--- src/rtl/ammrv_axi4lite_bridge_pkg.sv ---
// Shared types and constants for the Avalon-MM to AXI4-Lite bridge.
package ammrv_axi4lite_pkg;

    // Bridge sequencer states; exactly one command is in flight at a time.
    typedef enum logic [2:0] {
        IDLE  = 3'd0,
        WADDR = 3'd1,
        WRESP = 3'd2,
        RADDR = 3'd3,
        RDATA = 3'd4,
        ACK   = 3'd5
    } state_e;

    // AXI response encodings, forwarded unchanged onto s_response.
    localparam logic [1:0] OKAY   = 2'b00;
    localparam logic [1:0] EXOKAY = 2'b01;
    localparam logic [1:0] SLVERR = 2'b10;
    localparam logic [1:0] DECERR = 2'b11;

endpackage

--- src/rtl/ammrv_axi4lite_bridge_if.sv ---
// Bus bundles for the bridge: the Avalon-MM command side and the
// AXI4-Lite side. Each has a master and a slave view.

interface ammrv_avmm_if;
    logic [31:0] s_address;
    logic [3:0]  s_byteenable;
    logic [31:0] s_writedata;
    logic        s_read;
    logic        s_write;
    logic        s_waitrequest;
    logic [31:0] s_readdata;
    logic        s_readdatavalid;
    logic [1:0]  s_response;

    modport master (
        output s_address, s_byteenable, s_writedata, s_read, s_write,
        input  s_waitrequest, s_readdata, s_readdatavalid, s_response
    );

    modport slave (
        input  s_address, s_byteenable, s_writedata, s_read, s_write,
        output s_waitrequest, s_readdata, s_readdatavalid, s_response
    );
endinterface

interface ammrv_axil_if;
    logic [31:0] m_awaddr;
    logic [2:0]  m_awprot;
    logic        m_awvalid;
    logic        m_awready;
    logic [31:0] m_wdata;
    logic [3:0]  m_wstrb;
    logic        m_wvalid;
    logic        m_wready;
    logic [1:0]  m_bresp;
    logic        m_bvalid;
    logic        m_bready;
    logic [31:0] m_araddr;
    logic [2:0]  m_arprot;
    logic        m_arvalid;
    logic        m_arready;
    logic [31:0] m_rdata;
    logic [1:0]  m_rresp;
    logic        m_rvalid;
    logic        m_rready;

    modport master (
        output m_awaddr, m_awprot, m_awvalid, m_wdata, m_wstrb, m_wvalid,
               m_bready, m_araddr, m_arprot, m_arvalid, m_rready,
        input  m_awready, m_wready, m_bresp, m_bvalid, m_arready,
               m_rdata, m_rresp, m_rvalid
    );

    modport slave (
        input  m_awaddr, m_awprot, m_awvalid, m_wdata, m_wstrb, m_wvalid,
               m_bready, m_araddr, m_arprot, m_arvalid, m_rready,
        output m_awready, m_wready, m_bresp, m_bvalid, m_arready,
               m_rdata, m_rresp, m_rvalid
    );
endinterface

--- src/rtl/ammrv_axi4lite_bridge.sv ---
// Avalon-MM slave to AXI4-Lite master bridge. One command in flight; all
// outputs are registered. Command in IDLE, then the address/data phase,
// the response phase and a one-cycle ACK where s_waitrequest drops.
// Read data is presented with s_readdatavalid the cycle after ACK.
module ammrv_axi4lite_bridge
    import ammrv_axi4lite_pkg::*;
#(
    parameter logic [2:0] PROT = 3'b000
) (
    input  logic          clk,
    input  logic          areset,
    ammrv_avmm_if.slave   avs,
    ammrv_axil_if.master  axi
);

    state_e      state_r,   state_s;
    logic        awvalid_r, awvalid_s;
    logic        wvalid_r,  wvalid_s;
    logic        arvalid_r, arvalid_s;
    logic        bready_r,  bready_s;
    logic        rready_r,  rready_s;
    logic        waitreq_r, waitreq_s;
    logic        rdvalid_r, rdvalid_s;
    logic        is_read_r, is_read_s;
    logic [1:0]  resp_r,    resp_s;
    logic [31:0] rdata_r,   rdata_s;
    logic        cap_s;

    logic [31:0] addr_r;
    logic [3:0]  be_r;
    logic [31:0] wdata_r;

    // Next-state and next-output decode for the command sequencer.
    always_comb begin
        state_s   = state_r;
        awvalid_s = awvalid_r;
        wvalid_s  = wvalid_r;
        arvalid_s = arvalid_r;
        bready_s  = 1'b0;
        rready_s  = 1'b0;
        waitreq_s = 1'b1;
        rdvalid_s = 1'b0;
        is_read_s = is_read_r;
        resp_s    = resp_r;
        rdata_s   = rdata_r;
        cap_s     = 1'b0;

        case (state_r)
            IDLE: begin
                // A simultaneous read is dropped: the write wins.
                if (avs.s_write) begin
                    cap_s     = 1'b1;
                    is_read_s = 1'b0;
                    awvalid_s = 1'b1;
                    wvalid_s  = 1'b1;
                    state_s   = WADDR;
                end else if (avs.s_read) begin
                    cap_s     = 1'b1;
                    is_read_s = 1'b1;
                    arvalid_s = 1'b1;
                    state_s   = RADDR;
                end else begin
                    state_s   = IDLE;
                end
            end

            WADDR: begin
                // AW and W complete independently, in either order.
                if (awvalid_r && axi.m_awready) begin
                    awvalid_s = 1'b0;
                end else begin
                    awvalid_s = awvalid_r;
                end
                if (wvalid_r && axi.m_wready) begin
                    wvalid_s = 1'b0;
                end else begin
                    wvalid_s = wvalid_r;
                end
                if (!awvalid_s && !wvalid_s) begin
                    bready_s = 1'b1;
                    state_s  = WRESP;
                end else begin
                    state_s  = WADDR;
                end
            end

            WRESP: begin
                if (axi.m_bvalid) begin
                    resp_s    = axi.m_bresp;
                    waitreq_s = 1'b0;
                    state_s   = ACK;
                end else begin
                    bready_s  = 1'b1;
                    state_s   = WRESP;
                end
            end

            RADDR: begin
                if (axi.m_arready) begin
                    arvalid_s = 1'b0;
                    rready_s  = 1'b1;
                    state_s   = RDATA;
                end else begin
                    state_s   = RADDR;
                end
            end

            RDATA: begin
                if (axi.m_rvalid) begin
                    rdata_s   = axi.m_rdata;
                    resp_s    = axi.m_rresp;
                    waitreq_s = 1'b0;
                    state_s   = ACK;
                end else begin
                    rready_s  = 1'b1;
                    state_s   = RDATA;
                end
            end

            ACK: begin
                rdvalid_s = is_read_r;
                state_s   = IDLE;
            end

            default: begin
                awvalid_s = 1'b0;
                wvalid_s  = 1'b0;
                arvalid_s = 1'b0;
                state_s   = IDLE;
            end
        endcase
    end

    // Control and status registers; reset abandons any command in flight.
    always_ff @(posedge clk or posedge areset) begin
        if (areset) begin
            state_r   <= IDLE;
            awvalid_r <= 1'b0;
            wvalid_r  <= 1'b0;
            arvalid_r <= 1'b0;
            bready_r  <= 1'b0;
            rready_r  <= 1'b0;
            waitreq_r <= 1'b1;
            rdvalid_r <= 1'b0;
            is_read_r <= 1'b0;
            resp_r    <= OKAY;
            rdata_r   <= 32'h0000_0000;
        end else begin
            state_r   <= state_s;
            awvalid_r <= awvalid_s;
            wvalid_r  <= wvalid_s;
            arvalid_r <= arvalid_s;
            bready_r  <= bready_s;
            rready_r  <= rready_s;
            waitreq_r <= waitreq_s;
            rdvalid_r <= rdvalid_s;
            is_read_r <= is_read_s;
            resp_r    <= resp_s;
            rdata_r   <= rdata_s;
        end
    end

    // Command payload capture; held stable for the whole transaction.
    always_ff @(posedge clk) begin
        if (cap_s) begin
            addr_r  <= avs.s_address;
            be_r    <= avs.s_byteenable;
            wdata_r <= avs.s_writedata;
        end
    end

    assign axi.m_awaddr  = addr_r;
    assign axi.m_awprot  = PROT;
    assign axi.m_awvalid = awvalid_r;
    assign axi.m_wdata   = wdata_r;
    assign axi.m_wstrb   = be_r;
    assign axi.m_wvalid  = wvalid_r;
    assign axi.m_bready  = bready_r;
    assign axi.m_araddr  = addr_r;
    assign axi.m_arprot  = PROT;
    assign axi.m_arvalid = arvalid_r;
    assign axi.m_rready  = rready_r;

    assign avs.s_waitrequest   = waitreq_r;
    assign avs.s_readdata      = rdata_r;
    assign avs.s_readdatavalid = rdvalid_r;
    assign avs.s_response      = resp_r;

endmodule

--- src/flat_wrapper.sv ---
// flat-port wrapper written by rule: the top's interface ports become plain ports
module ammrv_axi4lite_bridge_flat import ammrv_axi4lite_pkg::*;
#(
    parameter logic [2:0] PROT = 3'b000
)
  (clk, areset, avs_s_address, avs_s_byteenable, avs_s_writedata, avs_s_read, avs_s_write, avs_s_waitrequest, avs_s_readdata, avs_s_readdatavalid, avs_s_response, axi_m_awaddr, axi_m_awprot, axi_m_awvalid, axi_m_wdata, axi_m_wstrb, axi_m_wvalid, axi_m_bready, axi_m_araddr, axi_m_arprot, axi_m_arvalid, axi_m_rready, axi_m_awready, axi_m_wready, axi_m_bresp, axi_m_bvalid, axi_m_arready, axi_m_rdata, axi_m_rresp, axi_m_rvalid);
  ammrv_avmm_if avs_i ();
  ammrv_axil_if axi_i ();
  input  logic clk;
  input  logic areset;
  input wire logic [$bits(avs_i.s_address)-1:0] avs_s_address;
  input wire logic [$bits(avs_i.s_byteenable)-1:0] avs_s_byteenable;
  input wire logic [$bits(avs_i.s_writedata)-1:0] avs_s_writedata;
  input wire logic [$bits(avs_i.s_read)-1:0] avs_s_read;
  input wire logic [$bits(avs_i.s_write)-1:0] avs_s_write;
  output wire logic [$bits(avs_i.s_waitrequest)-1:0] avs_s_waitrequest;
  output wire logic [$bits(avs_i.s_readdata)-1:0] avs_s_readdata;
  output wire logic [$bits(avs_i.s_readdatavalid)-1:0] avs_s_readdatavalid;
  output wire logic [$bits(avs_i.s_response)-1:0] avs_s_response;
  output wire logic [$bits(axi_i.m_awaddr)-1:0] axi_m_awaddr;
  output wire logic [$bits(axi_i.m_awprot)-1:0] axi_m_awprot;
  output wire logic [$bits(axi_i.m_awvalid)-1:0] axi_m_awvalid;
  output wire logic [$bits(axi_i.m_wdata)-1:0] axi_m_wdata;
  output wire logic [$bits(axi_i.m_wstrb)-1:0] axi_m_wstrb;
  output wire logic [$bits(axi_i.m_wvalid)-1:0] axi_m_wvalid;
  output wire logic [$bits(axi_i.m_bready)-1:0] axi_m_bready;
  output wire logic [$bits(axi_i.m_araddr)-1:0] axi_m_araddr;
  output wire logic [$bits(axi_i.m_arprot)-1:0] axi_m_arprot;
  output wire logic [$bits(axi_i.m_arvalid)-1:0] axi_m_arvalid;
  output wire logic [$bits(axi_i.m_rready)-1:0] axi_m_rready;
  input wire logic [$bits(axi_i.m_awready)-1:0] axi_m_awready;
  input wire logic [$bits(axi_i.m_wready)-1:0] axi_m_wready;
  input wire logic [$bits(axi_i.m_bresp)-1:0] axi_m_bresp;
  input wire logic [$bits(axi_i.m_bvalid)-1:0] axi_m_bvalid;
  input wire logic [$bits(axi_i.m_arready)-1:0] axi_m_arready;
  input wire logic [$bits(axi_i.m_rdata)-1:0] axi_m_rdata;
  input wire logic [$bits(axi_i.m_rresp)-1:0] axi_m_rresp;
  input wire logic [$bits(axi_i.m_rvalid)-1:0] axi_m_rvalid;
  assign avs_i.s_address = avs_s_address;
  assign avs_i.s_byteenable = avs_s_byteenable;
  assign avs_i.s_writedata = avs_s_writedata;
  assign avs_i.s_read = avs_s_read;
  assign avs_i.s_write = avs_s_write;
  assign avs_s_waitrequest = avs_i.s_waitrequest;
  assign avs_s_readdata = avs_i.s_readdata;
  assign avs_s_readdatavalid = avs_i.s_readdatavalid;
  assign avs_s_response = avs_i.s_response;
  assign axi_m_awaddr = axi_i.m_awaddr;
  assign axi_m_awprot = axi_i.m_awprot;
  assign axi_m_awvalid = axi_i.m_awvalid;
  assign axi_m_wdata = axi_i.m_wdata;
  assign axi_m_wstrb = axi_i.m_wstrb;
  assign axi_m_wvalid = axi_i.m_wvalid;
  assign axi_m_bready = axi_i.m_bready;
  assign axi_m_araddr = axi_i.m_araddr;
  assign axi_m_arprot = axi_i.m_arprot;
  assign axi_m_arvalid = axi_i.m_arvalid;
  assign axi_m_rready = axi_i.m_rready;
  assign axi_i.m_awready = axi_m_awready;
  assign axi_i.m_wready = axi_m_wready;
  assign axi_i.m_bresp = axi_m_bresp;
  assign axi_i.m_bvalid = axi_m_bvalid;
  assign axi_i.m_arready = axi_m_arready;
  assign axi_i.m_rdata = axi_m_rdata;
  assign axi_i.m_rresp = axi_m_rresp;
  assign axi_i.m_rvalid = axi_m_rvalid;
  ammrv_axi4lite_bridge #(.PROT(PROT)) u_core (.clk(clk), .areset(areset), .avs(avs_i), .axi(axi_i));
endmodule
--- config.mk ---
export PLATFORM = sky130hd
export DESIGN_NAME = ammrv_axi4lite_bridge_flat
export DESIGN_NICKNAME = d
export VERILOG_FILES = /design/src/rtl/ammrv_axi4lite_bridge_pkg.sv /design/src/rtl/ammrv_axi4lite_bridge_if.sv /design/src/rtl/ammrv_axi4lite_bridge.sv /design/src/flat_wrapper.sv
export SDC_FILE = /design/constraint.sdc
export NUM_CORES = 1
export LEC_CHECK = 0
export CELL_PAD_IN_SITES_DETAIL_PLACEMENT = 2
export CELL_PAD_IN_SITES_GLOBAL_PLACEMENT = 2
export CORE_ASPECT_RATIO = 0.5
export CORE_MARGIN = 10
export CORE_UTILIZATION = 24
export DETAILED_ROUTE_END_ITERATION = 8
export MAX_ROUTING_LAYER = met4
export PLACE_DENSITY_LB_ADDON = 0.1
export SETUP_SLACK_MARGIN = 0.1
export SKIP_CTS_REPAIR_TIMING = 1
export SLEW_MARGIN = 20
export SYNTH_ARGS = -nofsm -noshare
export SYNTH_HDL_FRONTEND = slang
export SYNTH_SLANG_ARGS = --single-unit
export TNS_END_PERCENT = 100
--- constraint.sdc ---
create_clock -name clk -period 3.9 [get_ports clk]
set_input_delay 0.78 -clock clk [delete_from_list [all_inputs] [get_ports clk]]
set_output_delay 0.78 -clock clk [all_outputs]
set_load 0.01 [all_outputs]
==> results of run 1 <==
## where the power goes
group	leakage [uW]	switching, uW	internal, uW
clock network	0.000300	539	1070
logic	0.00136	823	1200
registers	0.00119	240	1770
## sequential cells by signal, summed over array words and instances (netlist names)
| register | flops |
|---|---|
| u_core.avs.s_readdata | 32 |
| u_core.axi.m_araddr | 32 |
| u_core.axi.m_wdata | 32 |
| u_core.axi.m_wstrb | 4 |
| u_core.state_r | 3 |
| u_core.avs.s_response | 2 |
| u_core.avs.s_readdatavalid | 1 |
| u_core.avs.s_waitrequest | 1 |
| u_core.axi.m_arvalid | 1 |
| u_core.axi.m_awvalid | 1 |
| u_core.axi.m_bready | 1 |
| u_core.axi.m_rready | 1 |
| u_core.axi.m_wvalid | 1 |
| u_core.is_read_r | 1 |
## how the worst max path moves through the flow
| stage | from | to | slack, ns | cells after the start |
|---|---|---|---|---|
| 2_1_floorplan | u_core.state_r[0] | u_core.axi.m_araddr[0] | 1.0 | 3 |
| 3_3_place_gp | avs_s_write | u_core.axi.m_araddr[1] | 1.35 | 3 |
| 3_5_place_dp | avs_s_write | u_core.axi.m_araddr[2] | 1.32 | 3 |
| 4_1_cts | u_core.avs.s_waitrequest | avs_s_waitrequest | 1.61 | 1 |
| 5_1_grt | u_core.state_r[1] | u_core.axi.m_wdata[23] | 1.56 | 3 |
| 6_report | u_core.avs.s_waitrequest | avs_s_waitrequest | 1.65 | 1 |
## area by class of cell
class                   instances  area share
clock inverters                 7      0.0127
inverters                       5     0.00267
multi-input cells              85       0.112
repair buffers                254       0.340
flip-flops and latches        113       0.422
clock buffers                  25      0.0704
well taps                     234      0.0390
diodes                          1    0.000333
## metal layers
metal | vias up | GRT usage | share of wire
met5 | - | - | 0
met4 | 0 | 0.0403 | 0.0050
met3 | 5 | 0.0442 | 0.063
met2 | 89 | 0.231 | 0.56
met1 | 1425 | 0.126 | 0.37
li1 | 1307 | - | -
## cells in the mapped netlist, types with 2 or more instances
master	number
buf_4	39
nand3_1	3
a221o_1	2
buf_2	2
mux2_2	6
edfxtp_1	68
nand3b_1	3
a31oi_1	3
inv_1	5
mux2_4	30
nor2_1	2
dfrtp_1	44
nand2_1	4
buf_12	3
nor2b_1	4
o21ai_0	3
ha_1	2
a21oi_1	2
nand2b_1	2
## through the flow
stage	setup WS (ns)	area, um2	cells	total power, uW	utilization
finish	1.65	7500	724	5640	0.425
global route	1.56	7500	724	5940	0.425
CTS	1.61	7500	723	5760	0.425
detailed placement	1.32	6880	691	4110	0.390
global placement	1.35	6880	691	4070	0.390
floorplan	0.998	4400	248	2930	-
## layout by cell type, fill, tap and decap left out, types with 2 or more instances in the layout
cell type	netlist	layout
clkdlybuf4s50_1	0	253
edfxtp_1	68	68
dfrtp_1	44	44
mux2_4	30	30
clkbuf_16	0	19
mux2_2	6	6
conb_1	1	6
nand2_1	4	4
inv_1	5	4
nor2b_1	4	4
a31oi_1	3	3
o21ai_0	3	3
nand3b_1	3	3
nand3_1	3	3
clkbuf_8	0	3
clkbuf_1	0	3
a21oi_1	2	2
nand2b_1	2	2
nor2_1	2	2
clkinv_2	0	2
a221o_1	2	2
ha_1	2	2
clkinvlp_4	0	2
bufinv_16	0	2
## cells by family after synthesis
group                      count (synthesis)  share of synthesized area
AOI/OAI and AO/OA                         16                     0.0257
adders and majority gates                  2                    0.00571
buffers and inverters                     50                     0.0905
DFF                                      113                      0.723
muxes                                     36                      0.118
other                                      1                   0.000856
and+or+nand+nor                           25                     0.0360
==> out/metrics.csv, run 1 <==
metric,value,unit
grt_usage,0.127,
cp_slowest_cell,clkdlybuf4s50_1,
setup_viol,0,
fp.dieH,116,um
vias,2826,
synth_top_area_cell,edfxtp_1,
cts_buffer_depth,2,
fin_crit_sh,0.577,
tns,0,ns
cts_tree,built,
syn_area_per_cell,18.0,um2
register_area,0.00317,mm2
ys_warn_count,0,
slew_violations,0,
detail_route.iter0.violations,62,
worst-path-buf-inv,1,
hold-path-endpoint,u_core.avs.s_readdata[17],
hold_violations,0,
powerDensity,751,mW/mm2
synth_area_leaders,"edfxtp_1, dfrtp_1, mux2_4",
initial_core_util,0.248,
critical_path_class,reg -> out,
cp_cell_sequence,clkdlybuf4s50_1,
grt_pass1_wl,21900,um
synth_cells,243,
maxSlewHeadroom,0.440,
grt_max_degree,46,
synth-edff-count,68,
gp_congestion,0.704,
clk_pin_slew,0.05,ns
cts_made_buffers,17,
num_rows,34,
worstSkewPairLatency,0.41,ns
ys_seq_area_frac,0.723,
dp_hpwl,12100,um
fp.dieW,211,um
fmax,0.444,GHz
synthFlopType,edfxtp_1,
cap_violations,0,
area_growth,71.2,%
numPortBuffers,253,
peakVddDrop,253,uV
status,completed,
crit_arrival,1.47,ns
skew,0.00786,ns
synth_area,0.00438,mm2
worst-path-max-fanout,1,
wirelength,15300,um
wl_per_cell,21.2,um
rrSetupSlack,1.71,ns
critPathMaxStageDelay,0.55,ns
core,0.0177,mm2
synthArstFlopShare,0.398,
drc,0,
clock-sinks,113,
root_buffer,clkbuf_16,
yosys.cell_types.count,35,
rr_endpoint,u_core.axi.m_wdata[23],
multi_input_area,843,um2
synth-seq-cells,113,
rsz0062_at_grt,false,
whs_path_depth,1,
drive_gt1_frac,0.149,
start_kind,flop,
p_leak,0.00285,uW
synth_top_area_share,0.466,
num-nets-final,591,
antenna_found_initial,1,
die-area,0.0244,mm2
overflow,0,
end_kind,output pin,
fillers,1720,
ant_nets,0,
cp_top_family,buffers and inverters,
holdWs,0.506,ns
crit_required,3.12,ns
fin_crit,2.25,ns
drt-pass1-iter-count,6,
r2r-start,u_core.state_r[1],
htreeDepth,4,
hold_path.class,reg -> reg,
vias_per_cell,3.90,
ios,260,
rr_worst_depth,3,
worst_pin_slew,0.838,ns
min-delay-start,u_core.avs.s_readdata[17],
grt_pass1_vias,3198,
No activity file was read; power rests on OpenSTA's default activity.
==> run 2: changes to the inputs <==
clock period = 2.3 ns   (was 3.9 ns; I/O delays follow)
==> run 2 against run 1 <==
  * Critical path depth unchanged
  * Clock-buffer cell count down 8
  * Via count up 1.7%
  * First-iteration DRC count up 53%
  * Routed wire length up 0.11%
  * Sequential share of layout area down 0.38 points
  * Final cell count up 1.1%
  * Largest power group unchanged
==> out/metrics.csv, run 2 (synthesized netlist as in run 1, its figures left out) <==
metric,value,unit
status,completed,
cp_top_family,buffers and inverters,
hold_violations,0,
cts_buffer_depth,2,
initial_core_util,0.248,
powerDensity,1260,mW/mm2
holdWs,0.319,ns
root_buffer,clkbuf_16,
num_rows,34,
overflow,0,
grt_pass1_wl,22100,um
rr_worst_depth,4,
register_area,0.00317,mm2
cts_tree,built,
pwr-share-comb,0.376,
rrSetupSlack,0.40,ns
grt_max_degree,35,
cap_violations,0,
grt_usage,0.126,
r2r-start,u_core.state_r[1],
rr_endpoint,u_core.avs.s_readdata[12],
num-nets-final,598,
tns,0,ns
hold_path.class,in -> async,
final_common_cell,clkdlybuf4s50_1,
multi_input_area,843,um2
rsz0062_at_grt,false,
ant_nets,0,
final_area,0.00757,mm2
utilization,0.429,
top_usage_layer,met2,
wl_per_cell,21.0,um
critical_path_class,reg -> out,
swShare,0.296,
dp.cells,698,
p_leak,0.00288,uW
fp.dieH,116,um
worst-path-max-fanout,1,
clk_pin_slew,0.06,ns
gp_congestion,0.705,
ios,260,
fp.dieW,211,um
antenna_found_initial,0,
core,0.0177,mm2
skew,0.00713,ns
crit_arrival,1.45,ns
vias,2873,
wirelength,15300,um
drive_gt1_frac,0.165,
final_cells,732,
clock-sinks,113,
fin_crit,1.91,ns
pwr-share-clk,0.271,
layout_common_cells,"clkdlybuf4s50_1, edfxtp_1, dfrtp_1, mux2_4, clkbuf_16",
critPathMaxStageDelay,0.55,ns
grt_pass1_vias,3292,
start_kind,flop,
numPortBuffers,253,
area_growth,72.7,%
vias_per_cell,3.92,
dp_hpwl,12500,um
setup_viol,0,
fmax,0.522,GHz
cts_made_buffers,17,
die-area,0.0244,mm2
cp_cell_sequence,clkdlybuf4s50_1,
internal_power,6710,uW
seq_power_share,0.353,
detail_route.iter0.violations,95,
met3_usage,0.0358,
worstSkewPairLatency,0.40,ns
met1_usage,0.129,
htreeDepth,4,
drt-pass1-iter-count,5,
crit_required,1.84,ns
cp_slowest_cell,clkdlybuf4s50_1,
dpl-instance-area,0.00698,mm2
slew_violations,0,
peakVddDrop,644,uV
fin_crit_sh,0.832,
switchingPower,2820,uW
fillers,1719,
worst-path-buf-inv,1,
end_kind,output pin,
drc,0,
grt_util_met2,0.230,
## run 2: metrics by stage
stage / power, uW / setup WS (ns)
6_report: 9530 / 0.385
5_1_grt: 10000 / 0.284
4_1_cts: 9740 / 0.351
3_5_place_dp: 7080 / 0.331
3_3_place_gp: 7010 / 0.346
2_1_floorplan: 4960 / 0.433
## run 2: metal layers
| metal | wire, um | vias to the layer above |
|---|---|---|
| met5 | 0 | - |
| met4 | 109 | 0 |
| met3 | 838 | 10 |
| met2 | 8570 | 90 |
| met1 | 5820 | 1459 |
| li1 | - | 1314 |
## run 2: cell type report
class | count | share of cell area
sequential | 113 | 0.419
multi-input combinational | 85 | 0.111
antenna | 2 | 0.000661
tap | 234 | 0.0387
clock buffer | 17 | 0.0562
inverter | 5 | 0.00248
clock inverter | 15 | 0.0213
timing repair buffer | 261 | 0.351
## run 2: power by group through the flow
stage | clock, uW | sequential [uW] | combinational (uW)
floorplan | 0 | 3660 | 1300
global placement | 0 | 3390 | 3630
detailed placement | 0 | 3410 | 3670
CTS | 2670 | 3380 | 3680
global route | 2760 | 3470 | 3810
finish | 2580 | 3360 | 3580
## run 2: worst max-delay path by stage
stage | startpoint | end | slack [ns] | cells past startpoint
4_1_cts | u_core.avs.s_waitrequest | avs_s_waitrequest | 0.35 | 1
2_1_floorplan | u_core.state_r[0] | u_core.axi.m_araddr[0] | 0.43 | 3
5_1_grt | u_core.state_r[1] | u_core.avs.s_readdata[12] | 0.28 | 4
6_report | u_core.avs.s_waitrequest | avs_s_waitrequest | 0.39 | 1
3_3_place_gp | axi_m_rvalid | u_core.avs.s_readdata[5] | 0.35 | 4
3_5_place_dp | avs_s_write | u_core.axi.m_wstrb[0] | 0.33 | 3
==> run 3: changes to the inputs <==
CORE_UTILIZATION = 21   (was 24)
clock period = 1.75 ns   (was 2.3 ns; I/O delays follow)
==> run 3 against run 2 <==
  * Sequential power up 31%
  * Via count up 2.7%
  * Non-clock buffer count up 14
  * Final cell count up 6.8%
  * Worst hold slack worse by 0.088 ns
  * Global-route usage down 0.79 points
  * Core utilization down 3.3 points
  * Critical path depth up 3
  * Sequential share of layout area down 2.8 points
  * Setup slack worse by 0.24 ns
  * Critical path type is now reg -> reg
  * First-iteration DRC count up 36%
  * Clock-buffer cell count unchanged
==> out/metrics.csv, run 3 (synthesized netlist as in run 1, its figures left out) <==
metric,value,unit
status,completed,
rsz0062_at_grt,true,
rrSetupSlack,0.15,ns
end_kind,flop,
grt_pass1_vias,3290,
fp.dieW,224,um
final_area,0.00813,mm2
powerDensity,1540,mW/mm2
worstSetupStartpoint,u_core.state_r[2],
cts_tree,built,
cp-endpoint,u_core.axi.m_wdata[8],
start_kind,flop,
detail_route.iter0.violations,129,
fin_crit_sh,0.917,
vias_per_cell,3.77,
holdWs,0.231,ns
antenna_found_initial,0,
worstSkewPairLatency,0.40,ns
fin_crit,1.60,ns
fmax,0.623,GHz
r2r-start,u_core.state_r[2],
grt_usage,0.118,
peakVddDrop,543,uV
grt_pass1_wl,22800,um
dp_hpwl,13000,um
rr_worst_depth,4,
fin_ws,0.146,ns
critical_path_class,reg -> reg,
post-place-ws,-0.00442,ns
gp_congestion,0.706,
die-area,0.0274,mm2
clock-sinks,113,
crit_arrival,1.72,ns
core,0.0205,mm2
p_leak,0.00435,uW
cts_made_buffers,17,
vias,2952,
clk_pin_slew,0.06,ns
fp.dieH,122,um
setup_viol,0,
skew,0.00536,ns
hold_path.class,in -> async,
rr_endpoint,u_core.axi.m_wdata[8],
fillers,2002,
ios,260,
hold_violations,0,
final_common_cell,dlymetal6s2s_1,
overflow,0,
htreeDepth,4,
root_buffer,clkbuf_16,
drive_gt1_frac,0.189,
antenna_cells,0,
area_growth,85.4,%
initial_core_util,0.214,
dpl-instance-area,0.00713,mm2
cts_buffer_depth,2,
wl_per_cell,21.3,um
wirelength,16700,um
numPortBuffers,253,
num_rows,37,
total_power,12500,uW
cap_violations,0,
ant_nets,0,
layout_common_cells,"dlymetal6s2s_1, clkdlybuf4s50_1, edfxtp_1, dfrtp_1, mux2_4",
worst-path-max-fanout,15,
slew_violations,0,
grt_max_degree,32,
drt-pass1-iter-count,4,
drc,0,
num-nets-final,612,
crit_required,1.86,ns
==> run 3: cell count changes in the layout (fill, tap and decap cells not counted), moves of 2 or more <==
cell / change
buf_12: +2
buf_4: +9
clkbuf_16: +2
clkdlybuf4s50_1: -141
clkinv_4: -2
dfrtp_1: -2
dfrtp_2: +2
diode_2: -2
dlymetal6s2s_1: +141
==> run 3: through the flow <==
stage	TNS (ns)	util	instances
after floorplan	-1.32	-	248
after global placement	0	0.348	747
after detailed placement	-0.0293	0.348	747
after CTS	-0.0934	0.376	778
after global routing	0	0.396	782
final	0	0.396	782
==> run 3: how the worst min path moves through the flow <==
stage,end,cells past startpoint
floorplan,u_core.is_read_r,1
global placement,u_core.avs.s_readdata[24],1
detailed placement,u_core.avs.s_readdata[31],1
CTS,u_core.axi.m_arvalid,2
global route,u_core.axi.m_arvalid,2
finish,u_core.axi.m_arvalid,2
==> run 3: critical path, cell delays in order (launching register included) <==
cell       delay [ns]
dfrtp_2          0.44
buf_4            0.16
nor3_4           0.20
o21a_4           0.28
clkbuf_16        0.22
==> run 3: area by class of cell <==
class,instances,area [um2],share of cell area
Timing Repair Buffer,275,3180,0.391
Multi-Input combinational cell,85,850,0.105
Sequential cell,113,3170,0.390
Clock inverter,14,141,0.0174
Tap cell,273,342,0.0420
Clock buffer,17,425,0.0524
Inverter,5,18.8,0.00231
==> run 3: metal layers <==
layer  share of wire  wire (um)  GRT usage  vias up
met3           0.048        803     0.0365        6
met4          0.0061        102     0.0342        0
met2            0.57       9510      0.219       82
met1            0.38       6260      0.119     1516
met5               0          0          -        -
li1                -          -          -     1348
==> run 3: where the power goes <==
part | switching [uW] | internal [uW]
clock network | 1270 | 2080
logic | 2010 | 2730
registers | 465 | 3930
total | 3740 | 8740
